### config.mk
export PLATFORM = sky130hd
export DESIGN_NAME = gated_stream_rx
export DESIGN_NICKNAME = d
export VERILOG_FILES = /design/src/rtl/gated_stream_rx.sv
export SDC_FILE = /design/constraint.sdc
export NUM_CORES = 1
export LEC_CHECK = 0
export CAP_MARGIN = 25
export CORE_AREA = 4 4 43 45
export CTS_CLUSTER_DIAMETER = 50
export DETAILED_ROUTE_END_ITERATION = 16
export DIE_AREA = 0 0 47 49
export PLACE_DENSITY_LB_ADDON = 0.25
export SLEW_MARGIN = 20
export SYNTH_ARGS = -nofsm -noshare
export SYNTH_HDL_FRONTEND = slang
export SYNTH_SLANG_ARGS = --single-unit
### constraint.sdc
create_clock -name clk -period 2.21 [get_ports clk]
set_clock_uncertainty 0.2 [all_clocks]
set_input_delay 0.221 -clock clk [delete_from_list [all_inputs] [get_ports clk]]
set_output_delay 0.221 -clock clk [all_outputs]
set_load 0.01 [all_outputs]
### src/rtl/gated_stream_rx.sv
// gated_stream_rx: receive side of the predicate-gated datapath; drops gated
// (pred=0) items, forwards live items through a 2-stage registered pipeline.
// Ports: clk, rst (sync, active-high); in_valid/in_pred/in_data/in_ready
// (upstream handshake); out_valid/out_data/out_ready (downstream handshake);
// drop_cnt (saturating dropped-item count); gate_err (sticky gate breach).
// Optional: define GATED_STREAM_RX_ASSERT_EN to emit protocol assertions.
module gated_stream_rx #(
  parameter int DATA_W     = 1,
  parameter int DROP_CNT_W = 8
) (
  input  logic                  clk,
  input  logic                  rst,
  input  logic                  in_valid,
  input  logic                  in_pred,
  input  logic [DATA_W-1:0]     in_data,
  output logic                  in_ready,
  output logic                  out_valid,
  output logic [DATA_W-1:0]     out_data,
  input  logic                  out_ready,
  output logic [DROP_CNT_W-1:0] drop_cnt,
  output logic                  gate_err
);

  logic                  s0_valid_q, s0_valid_d;
  logic                  s0_pred_q, s0_pred_d;
  logic [DATA_W-1:0]     s0_data_q, s0_data_d;
  logic                  s1_valid_q, s1_valid_d;
  logic [DATA_W-1:0]     s1_data_q, s1_data_d;
  logic [DROP_CNT_W-1:0] drop_cnt_q, drop_cnt_d;
  logic                  gate_err_q, gate_err_d;

  logic s1_load;
  logic s0_adv;
  logic accept;
  logic drop;

  assign s1_load  = !s1_valid_q | out_ready;
  // A gated item never needs s1, so it leaves s0 unconditionally.
  assign s0_adv   = s0_valid_q & (!s0_pred_q | s1_load);
  assign in_ready = !s0_valid_q | s0_adv;
  assign accept   = in_valid & in_ready;
  assign drop     = s0_adv & !s0_pred_q;

  always_comb begin
    s0_valid_d = s0_valid_q;
    s0_pred_d  = s0_pred_q;
    s0_data_d  = s0_data_q;
    s1_valid_d = s1_valid_q;
    s1_data_d  = s1_data_q;
    drop_cnt_d = drop_cnt_q;
    gate_err_d = gate_err_q;

    if (accept) begin
      s0_valid_d = 1'b1;
      s0_pred_d  = in_pred;
      s0_data_d  = in_data;
    end else if (s0_adv) begin
      s0_valid_d = 1'b0;
    end

    if (s0_adv & s0_pred_q) begin
      s1_valid_d = 1'b1;
      s1_data_d  = s0_data_q;
    end else if (out_ready) begin
      s1_valid_d = 1'b0;
    end

    if (drop) begin
      if (drop_cnt_q != '1) begin
        drop_cnt_d = drop_cnt_q + 1'b1;
      end
      if (s0_data_q != '0) begin
        gate_err_d = 1'b1;
      end
    end
  end

  always_ff @(posedge clk) begin
    if (rst) begin
      s0_valid_q <= 1'b0;
      s0_pred_q  <= 1'b0;
      s0_data_q  <= '0;
      s1_valid_q <= 1'b0;
      s1_data_q  <= '0;
      drop_cnt_q <= '0;
      gate_err_q <= 1'b0;
    end else begin
      s0_valid_q <= s0_valid_d;
      s0_pred_q  <= s0_pred_d;
      s0_data_q  <= s0_data_d;
      s1_valid_q <= s1_valid_d;
      s1_data_q  <= s1_data_d;
      drop_cnt_q <= drop_cnt_d;
      gate_err_q <= gate_err_d;
    end
  end

  assign out_valid = s1_valid_q;
  assign out_data  = s1_data_q;
  assign drop_cnt  = drop_cnt_q;
  assign gate_err  = gate_err_q;

`ifdef GATED_STREAM_RX_ASSERT_EN
  gate_invariant: assert property (
    @(posedge clk) disable iff (rst)
    !(in_valid & in_ready & !in_pred) | (in_data == '0)
  );

  out_stable: assert property (
    @(posedge clk) disable iff (rst)
    out_valid & !out_ready |=> out_valid & $stable(out_data)
  );
`endif

endmodule
==> results of run 1 <==
-- registers in the layout (all words and copies together) (netlist names) --
signal / flops
s0_valid_q: 1
s0_pred_q: 1
drop_cnt: 8
out_data: 1
gate_err: 1
out_valid: 1
s0_data_q: 1
-- cells in the mapped netlist, types with 2 or more instances --
cell,instances
dfxtp_1,14
nor2_1,12
a21oi_1,7
nand2_1,5
nand3_1,3
inv_1,2
mux2i_1,2
nor3_1,2
o21ai_0,2
o31ai_1,2
xor2_1,2
-- through the flow --
step / area (sq um) / instances / power [mW] / utilization, % / setup slack (ps)
6_report: 827.0 / 104 / 0.4525 / 56.21 / 218.7
5_1_grt: 827.0 / 104 / 0.4716 / 56.21 / 110.4
4_1_cts: 827.0 / 104 / 0.4548 / 56.21 / 196.6
3_5_place_dp: 804.5 / 101 / 0.3129 / 54.68 / 277.8
3_3_place_gp: 804.5 / 101 / 0.3118 / 54.68 / 275.1
2_1_floorplan: 610.6 / 68 / 0.2901 / - / 566.6
-- worst max-delay path, cell delays in order, from the launching register on --
cell	delay, ps
dfxtp_1	440
nand2_1	100
nor2_1	170
inv_1	90
clkdlybuf4s50_1	490
-- worst max-delay path by stage --
stage / from / to / depth (start not counted)
after floorplan: drop_cnt[0]$_SDFFE_PP0P_ / drop_cnt[1]$_SDFFE_PP0P_ / 5
after global placement: out_ready / in_ready / 5
after detailed placement: out_ready / in_ready / 5
after CTS: s0_pred_q$_SDFFE_PP0P_ / in_ready / 4
after global routing: s0_pred_q$_SDFFE_PP0P_ / in_ready / 4
final: s0_pred_q$_SDFFE_PP0P_ / in_ready / 4
-- cell families after synthesis --
group           share of synthesized area [%]
buf+inv                                 1.844
simple gates                            28.69
fa+ha+maj                               2.049
mux                                     3.279
compound gates                          15.37
xor+xnor                                2.869
flops                                   45.90
-- final cells by class --
cell class	count	area, sq um	area share, %
Clock buffer	3	22.52	2.723
Inverter	2	7.507	0.9077
Multi-Input combinational cell	51	319.1	38.58
Sequential cell	14	280.3	33.89
Tap cell	16	20.02	2.421
Timing Repair Buffer	18	177.7	21.48
-- cells in the final DEF, fill, tap and decap left out --
master / netlist / final
a2111o_1: 1 / 1
nand2_1: 5 / 5
nand4_1: 1 / 1
buf_4: 0 / 1
or3_1: 1 / 1
and4_1: 1 / 1
o31ai_1: 2 / 2
clkbuf_4: 0 / 3
dfxtp_1: 14 / 14
xor2_1: 2 / 2
ha_1: 1 / 1
and4b_1: 1 / 1
nor2b_4: 1 / 1
a211oi_1: 1 / 1
nand3_1: 3 / 3
a21oi_1: 7 / 7
nand4_4: 1 / 1
inv_1: 2 / 2
mux2i_1: 2 / 2
clkdlybuf4s50_1: 0 / 17
o211ai_1: 1 / 1
nand2b_1: 1 / 1
and3_1: 1 / 1
nor3_1: 2 / 2
o21a_1: 1 / 1
o21ai_0: 2 / 2
or4_1: 1 / 1
nor2_1: 12 / 12
-- report_power, final --
| part | internal (mW) | switching [mW] | total (mW) |
|---|---|---|---|
| sequential | 0.259 | 0.00785 | 0.267 |
| combinational | 0.0229 | 0.0167 | 0.0396 |
| clock | 0.0633 | 0.0830 | 0.146 |
| total | 0.345 | 0.108 | 0.452 |
-- routing by layer --
metal	global-route usage, %	wire length, microns
met4	8.295	40
met3	4.797	78
met5	0	0
met1	15.81	543
met2	20.59	619
==> summary.txt, run 1 <==
Mapped Cells = 68
Area contributors post-synth = dfxtp_1 (46%), nor2_1 (7.4%), a21oi_1 (5.7%), nand4_4 (3.5%), mux2i_1 (3.3%)
Core ar. = 1471 sq um
Worst hold slack = 275.8 ps
Antenna violations before repair = 0
DR iter-0 viols = 9
Drt drc = 0
Sink Count = 14
CP Max Fanout = 5
R2R Path End = drop_cnt[5]$_SDFFE_PP0P_
Via count = 550
Min cycle time layout = 1991 ps
EDFF count, synth = 0
Hold Path Sink = gate_err$_SDFFE_PP0P_
Status = complete, no violations
Postcts setup bufs = 0
Max Cap Viol = 0
Worst min-delay path class = reg -> reg
Slew headroom = 77.53%
CTS resizes = 0
GP Congestion = 0.7025
Yosys warns = 0
Clock-pin slew on the worst setup and hold paths = 80 ps
Ys flop type = dfxtp_1
Crit. End Element = output port
CTS Buf Count = 3
CP Data Required Time = 1790 ps
Leakage = 0.3119 nW
Initial Util = 41.50%
Routed wire length = 1.281 mm
Worst Path Arrival = 1570 ps
Fin. Hold Viols = 0
Largest net degree at the start of global routing = 10
Most area-hungry cell type in the Yosys netlist = dfxtp_1
Hold Crit Depth = 2
Worst r2r path cells = 4
Row cnt = 14
Antenna cells = 0
Hold buffer count at CTS = 0
Syn nets = 75
Worst Path Class, Setup = reg -> out
RSZ-0062 raised after global routing = no
Remaining global-route overflow = 0
Power Dens Cells = 547.1 nW/um^2
CP Launch Type = flop
Post-route ant nets = 0
H-Tree Depth = 1
GRT Util Overall = 13.65%
Die width = 47 microns
Synth Area per Inst = 8.979 sq um
Total die area = 2303 sq um
Yosys top cell area share = 45.90%
Port Buffers = 17
Mapped Area = 610.6 sq um
First-pass GRT wire length = 2.249 mm
Wirelength per Cell = 12.32 microns
Die span in y = 49 microns
1st-pass router iterations = 4
Worst R2R Start = s0_valid_q$_SDFFE_PP0P_
Fin. max-slew vios = 0
Sequential area share after synthesis = 45.90%
Clk root buf = clkbuf_4
Area Overhead vs Synth = 35.45%
Final nets = 97
Hold_sp = gate_err$_SDFFE_PP0P_
Via-per-instance ratio = 5.288
Fraction of layout cells with a size suffix above 1 = 6.818%
F_max = 502.2 MHz
Vias in the first global route = 525
Setup TNS = 0 ps
Register-to-register setup slack = 520 ps
Yosys reg bits = 14
Final setup fails = 0
CTS tree = done
Slew @ Worst Pin = 333.5 ps
Later-pin clock latency in the skew report = 280 ps
Ports = 18
Final Cycle Share = 90.10%
Distinct cell type count after synthesis = 26
Fillers = 153
Clock Tree Buf Depth = 2
HPWL Detailed = 989.1 microns
Asr flop ratio synth = 0%
Peak supply drop = 0.0003562 V
Note: power is estimated with default switching activity, not from simulation.
==> inputs of run 2 (changes only) <==
--- a/config.mk
+++ b/config.mk
@@ -6,10 +6,10 @@
 export NUM_CORES = 1
 export LEC_CHECK = 0
 export CAP_MARGIN = 25
-export CORE_AREA = 4 4 43 45
+export CORE_AREA = 4 4 45 47
 export CTS_CLUSTER_DIAMETER = 50
 export DETAILED_ROUTE_END_ITERATION = 16
-export DIE_AREA = 0 0 47 49
+export DIE_AREA = 0 0 49 51
 export PLACE_DENSITY_LB_ADDON = 0.25
 export SLEW_MARGIN = 20
 export SYNTH_ARGS = -nofsm -noshare
==> run 2 against run 1 <==
  * Core utilization is 5.2 points lower
  * Critical endpoint unchanged
  * Worst hold slack better by 11 ps
  * Sequential share of layout area shrank 0.60 points
  * Register-to-register slack got worse by 20 ps
  * Sequential power about the same
  * Global-route usage decreased by 2.4 points
  * Non-clock buffer count stayed put
  * Critical path type unchanged
  * Setup slack got worse by 6.1 ps
  * Highest routed layer unchanged
  * Largest power group unchanged
  * Critical path depth stayed put
  * Maximum frequency fell by 0.30%
==> summary.txt, run 2 (synthesis results as in run 1) <==
Status = complete, no violations
Final Cycle Share = 90.38%
Met3 routed WL = 97 microns
DR iter-0 viols = 7
Max Cap Viol = 0
Final setup fails = 0
Total die area = 2499 sq um
CP Data Required Time = 1790 ps
Crit. End Element = output port
Top layer in use = met4
F_max = 500.7 MHz
Post-route ant nets = 0
Via count = 556
Slew headroom = 75.69%
Worst R2R Start = drop_cnt[0]$_SDFFE_PP0P_
Worst r2r path cells = 5
Worst min-delay path class = reg -> reg
Later-pin clock latency in the skew report = 280 ps
Slew @ Worst Pin = 360.8 ps
Drt drc = 0
Hold buffer count at CTS = 0
Register-to-register setup slack = 500 ps
First-pass GRT wire length = 2.173 mm
Remaining global-route overflow = 0
Hold Path Sink = s0_data_q$_SDFFE_PP0P_
Worst Path Arrival = 1580 ps
Clk root buf = clkbuf_4
R2R Path End = drop_cnt[1]$_SDFFE_PP0P_
Met2 wire length = 522 microns
Row cnt = 15
Wirelength per Cell = 11.35 microns
Die width = 49 microns
Via-per-instance ratio = 5.245
Fin. Hold Viols = 0
Core ar. = 1652 sq um
Sequential Area = 280.3 sq um
Area Overhead vs Synth = 37.91%
CTS resizes = 0
Hold_sp = s0_data_q$_SDFFE_PP0P_
CTS tree = done
Commonest cells after routing, fill and taps aside = clkdlybuf4s50_1 (17), dfxtp_1 (14), nor2_1 (12)
H-Tree Depth = 1
Antenna violations before repair = 0
Final nets = 97
GP Congestion = 0.7187
CP Launch Type = flop
GRT Util Overall = 11.23%
Postcts setup bufs = 0
Ports = 18
Fillers = 162
CP Max Fanout = 5
Area of the multi-input gates = 319.1 sq um
Most common cell after layout, fill and taps aside = clkdlybuf4s50_1
Sink Count = 14
Antenna cells = 0
1st-pass router iterations = 2
Fin. max-slew vios = 0
Die span in y = 51 microns
Min cycle time layout = 1997 ps
Vias in the first global route = 500
Fraction of layout cells with a size suffix above 1 = 7.865%
CTS Buf Count = 3
Routed wire length = 1.203 mm
Largest net degree at the start of global routing = 10
Port Buffers = 17
RSZ-0062 raised after global routing = no
Clock Tree Buf Depth = 2
Final Power = 0.4941 mW
Max FFs per register = 8
Setup TNS = 0 ps
Peak supply drop = 0.0004697 V
Post-Route M1 WL = 573 microns
Worst Path Class, Setup = reg -> out
Leakage = 0.3191 nW
Clock-pin slew on the worst setup and hold paths = 90 ps
Power Dens Cells = 586.8 nW/um^2
Hold Crit Depth = 2
Worst hold slack = 286.6 ps
Initial Util = 36.97%
==> run 2: cell count changes in the layout (fill, tap and decap cells not counted) <==
cell / previous run / this run
clkbuf_8: 0 / 1
==> run 2: power breakdown <==
part / leakage [nW] / internal (mW) / total (mW) / switching [mW]
clock: 0.0210 / 0.100 / 0.188 / 0.0880
sequential: 0.114 / 0.259 / 0.267 / 0.00777
combinational: 0.184 / 0.0229 / 0.0392 / 0.0163
==> run 2: layer usage <==
| metal | vias up | global-route usage, % |
|---|---|---|
| met4 | 0 | 4.036 |
| met1 | 248 | 12.81 |
| li1 | 290 | - |
| met2 | 16 | 17.61 |
| met3 | 2 | 6.122 |
| met5 | - | 0 |
==> run 2: worst max path at each step <==
stage                                  start                  endpoint  slack (ps)  depth (start not counted)
finish                s0_pred_q$_SDFFE_PP0P_                  in_ready         210                          4
global route          s0_pred_q$_SDFFE_PP0P_                  in_ready         100                          4
CTS                   s0_pred_q$_SDFFE_PP0P_                  in_ready         200                          4
detailed placement                 out_ready                  in_ready         250                          5
global placement                   out_ready                  in_ready         270                          5
floorplan           drop_cnt[0]$_SDFFE_PP0P_  drop_cnt[1]$_SDFFE_PP0P_         570                          5
==> run 2: cell type report <==
| cell class | instances | area share [%] |
|---|---|---|
| multi-input cells | 51 | 37.89 |
| clock buffers | 4 | 4.309 |
| repair buffers | 18 | 21.10 |
| well taps | 17 | 2.526 |
| inverters | 2 | 0.8915 |
| flip-flops and latches | 14 | 33.28 |
==> run 2: critical path: stages, from the launching register on <==
cell and delay [ps]:
dfxtp_1 440, nand2_1 100, nor2_1 170, inv_1 90, clkdlybuf4s50_1 490
==> run 2: per-stage QoR <==
| step | area (sq um) | instances | util [%] | setup slack, ps |
|---|---|---|---|---|
| after detailed placement | 805.8 | 102 | 48.79 | 252.7 |
| final | 842.1 | 106 | 50.98 | 212.6 |
| after CTS | 842.1 | 106 | 50.98 | 195.9 |
| after global placement | 805.8 | 102 | 48.79 | 272.9 |
| after global routing | 842.1 | 106 | 50.98 | 95.27 |
| after floorplan | 610.6 | 68 | - | 566.6 |
==> inputs of run 3 (changes only) <==
--- a/config.mk
+++ b/config.mk
@@ -10,7 +10,8 @@
 export CTS_CLUSTER_DIAMETER = 50
 export DETAILED_ROUTE_END_ITERATION = 16
 export DIE_AREA = 0 0 49 51
-export PLACE_DENSITY_LB_ADDON = 0.25
+export PLACE_DENSITY = 0.65
+export SKIP_CTS_REPAIR_TIMING = 1
 export SLEW_MARGIN = 20
 export SYNTH_ARGS = -nofsm -noshare
 export SYNTH_HDL_FRONTEND = slang
==> run 3 against run 2 <==
  * Critical path depth unchanged
  * Global-route usage down 0.57 points
  * Setup slack improved by 18 ps
  * Worst hold slack worse by 8.0 ps
  * Design area stayed put
  * Core utilization stayed put
  * Critical endpoint unchanged
  * Largest power group unchanged
  * Highest routed layer unchanged
==> summary.txt, run 3 (synthesis results as in run 1) <==
Status = complete, no violations
Net Sw Frac = 22.23%
R2R Path End = drop_cnt[1]$_SDFFE_PP0P_
Fin util = 50.98%
Max Cap Viol = 0
F_max = 505.2 MHz
Worst min-delay path class = reg -> reg
Vias in the first global route = 493
First-pass GRT wire length = 2.083 mm
Post-route setup slack = 230.7 ps
Max stage delay cell, worst path = clkdlybuf4s50_1
Worst Path Class, Setup = reg -> out
Peak supply drop = 0.0004288 V
Antenna cells = 0
Row cnt = 15
Area after DPL = 805.8 sq um
CP Data Required Time = 1790 ps
Fin. max-slew vios = 0
Worst R2R Start = drop_cnt[0]$_SDFFE_PP0P_
Hold_sp = gate_err$_SDFFE_PP0P_
Slew @ Worst Pin = 349.4 ps
Busiest layer in global routing = met2
Sw Pwr = 0.1092 mW
P_int = 0.3819 mW
Max FFs per register = 8
Area of the multi-input gates = 319.1 sq um
H-Tree Depth = 1
Antenna violations before repair = 0
CTS tree = done
Via count = 562
Register-to-register setup slack = 540 ps
Ports = 18
RSZ-0062 raised after global routing = no
Clock share of power = 37.7%
Fin. Hold Viols = 0
Drt drc = 0
Seq pwr share = 54.3%
Setup TNS = 0 ps
Initial Util = 36.97%
CP Max Fanout = 5
Cell area after layout = 842.1 sq um
Core ar. = 1652 sq um
Clk root buf = clkbuf_4
Clock-pin slew on the worst setup and hold paths = 80 ps
CP Launch Type = flop
Pre-CTS setup slack = 283.3 ps
Met3 usage = 5.248%
GRT Util Overall = 10.66%
Most common cell after layout, fill and taps aside = clkdlybuf4s50_1
Fraction of layout cells with a size suffix above 1 = 7.865%
Power Dens Cells = 583.1 nW/um^2
Post-route ant nets = 0
Port Buffers = 17
Wirelength per Cell = 11.33 microns
CTS Buf Count = 3
DR iter-0 viols = 7
Fillers = 165
Later-pin clock latency in the skew report = 280 ps
Area Overhead vs Synth = 37.91%
CP top delay family = buffers and inverters
Combinational Power Share = 8.0%
Worst Path Arrival = 1560 ps
Crit. End Element = output port
Final Power = 0.4910 mW
Routed wire length = 1.201 mm
HPWL Detailed = 912 microns
Critical path, cell by cell = nand2_1 > nor2_1 > inv_1 > clkdlybuf4s50_1
GR Util met1 = 12.23%
Sequential Area = 280.3 sq um
Grt met2 use = 16.96%
Slew headroom = 76.46%
Commonest cells after routing, fill and taps aside = clkdlybuf4s50_1 (17), dfxtp_1 (14), nor2_1 (12)
Hold Crit Depth = 2
Worst r2r path cells = 5
Die width = 49 microns
Final setup fails = 0
WP buf/inv = 2
Leakage = 0.3191 nW
Via-per-instance ratio = 5.302
Min cycle time layout = 1979 ps
Die span in y = 51 microns
Clock Tree Buf Depth = 2
Largest net degree at the start of global routing = 10
Final Cycle Share = 89.56%
Worst hold slack = 278.5 ps
Remaining global-route overflow = 0
Sink Count = 14
1st-pass router iterations = 3
CP max stage delay = 480 ps
Final nets = 97
Hold Path Sink = gate_err$_SDFFE_PP0P_
GP Congestion = 0.7069
Layout Cells excl Fill = 106
Total die area = 2499 sq um
Placed cells = 102
run 3: worst max path at each step:
| stage | slack (ps) | startpoint | cells after the start | endpoint |
|---|---|---|---|---|
| after floorplan | 570 | drop_cnt[0]$_SDFFE_PP0P_ | 5 | drop_cnt[1]$_SDFFE_PP0P_ |
| after global placement | 290 | out_ready | 5 | in_ready |
| after detailed placement | 280 | out_ready | 5 | in_ready |
| after CTS | 210 | s0_pred_q$_SDFFE_PP0P_ | 4 | in_ready |
| after global routing | 120 | s0_pred_q$_SDFFE_PP0P_ | 4 | in_ready |
| final | 230 | s0_pred_q$_SDFFE_PP0P_ | 4 | in_ready |
run 3: power groups by stage:
stage | combinational, mW | clock (mW) | sequential [mW]
after floorplan | 0.0170 | 0 | 0.273
after global placement | 0.0395 | 0 | 0.273
final | 0.0391 | 0.185 | 0.267
after CTS | 0.0398 | 0.189 | 0.267
after global routing | 0.0431 | 0.204 | 0.268
after detailed placement | 0.0397 | 0 | 0.273
run 3: cell type report:
class,instances,share of cell area [%]
timing repair buffer,18,21.10
clock buffer,4,4.309
sequential,14,33.28
inverter,2,0.8915
multi-input combinational,51,37.89
tap,17,2.526
run 3: worst min-delay path: cells and delay by family, from the launching register on:
family | cells | cell delay (ps)
simple gates | 1 | 70
compound gates | 1 | 40
flops | 1 | 330
run 3: routing by layer:
layer	vias to the layer above	routed length, microns	share of wire [%]
li1	285	-	-
met2	19	574	48
met1	254	515	43
met3	4	92	7.7
met4	0	20	1.7
met5	-	0	0
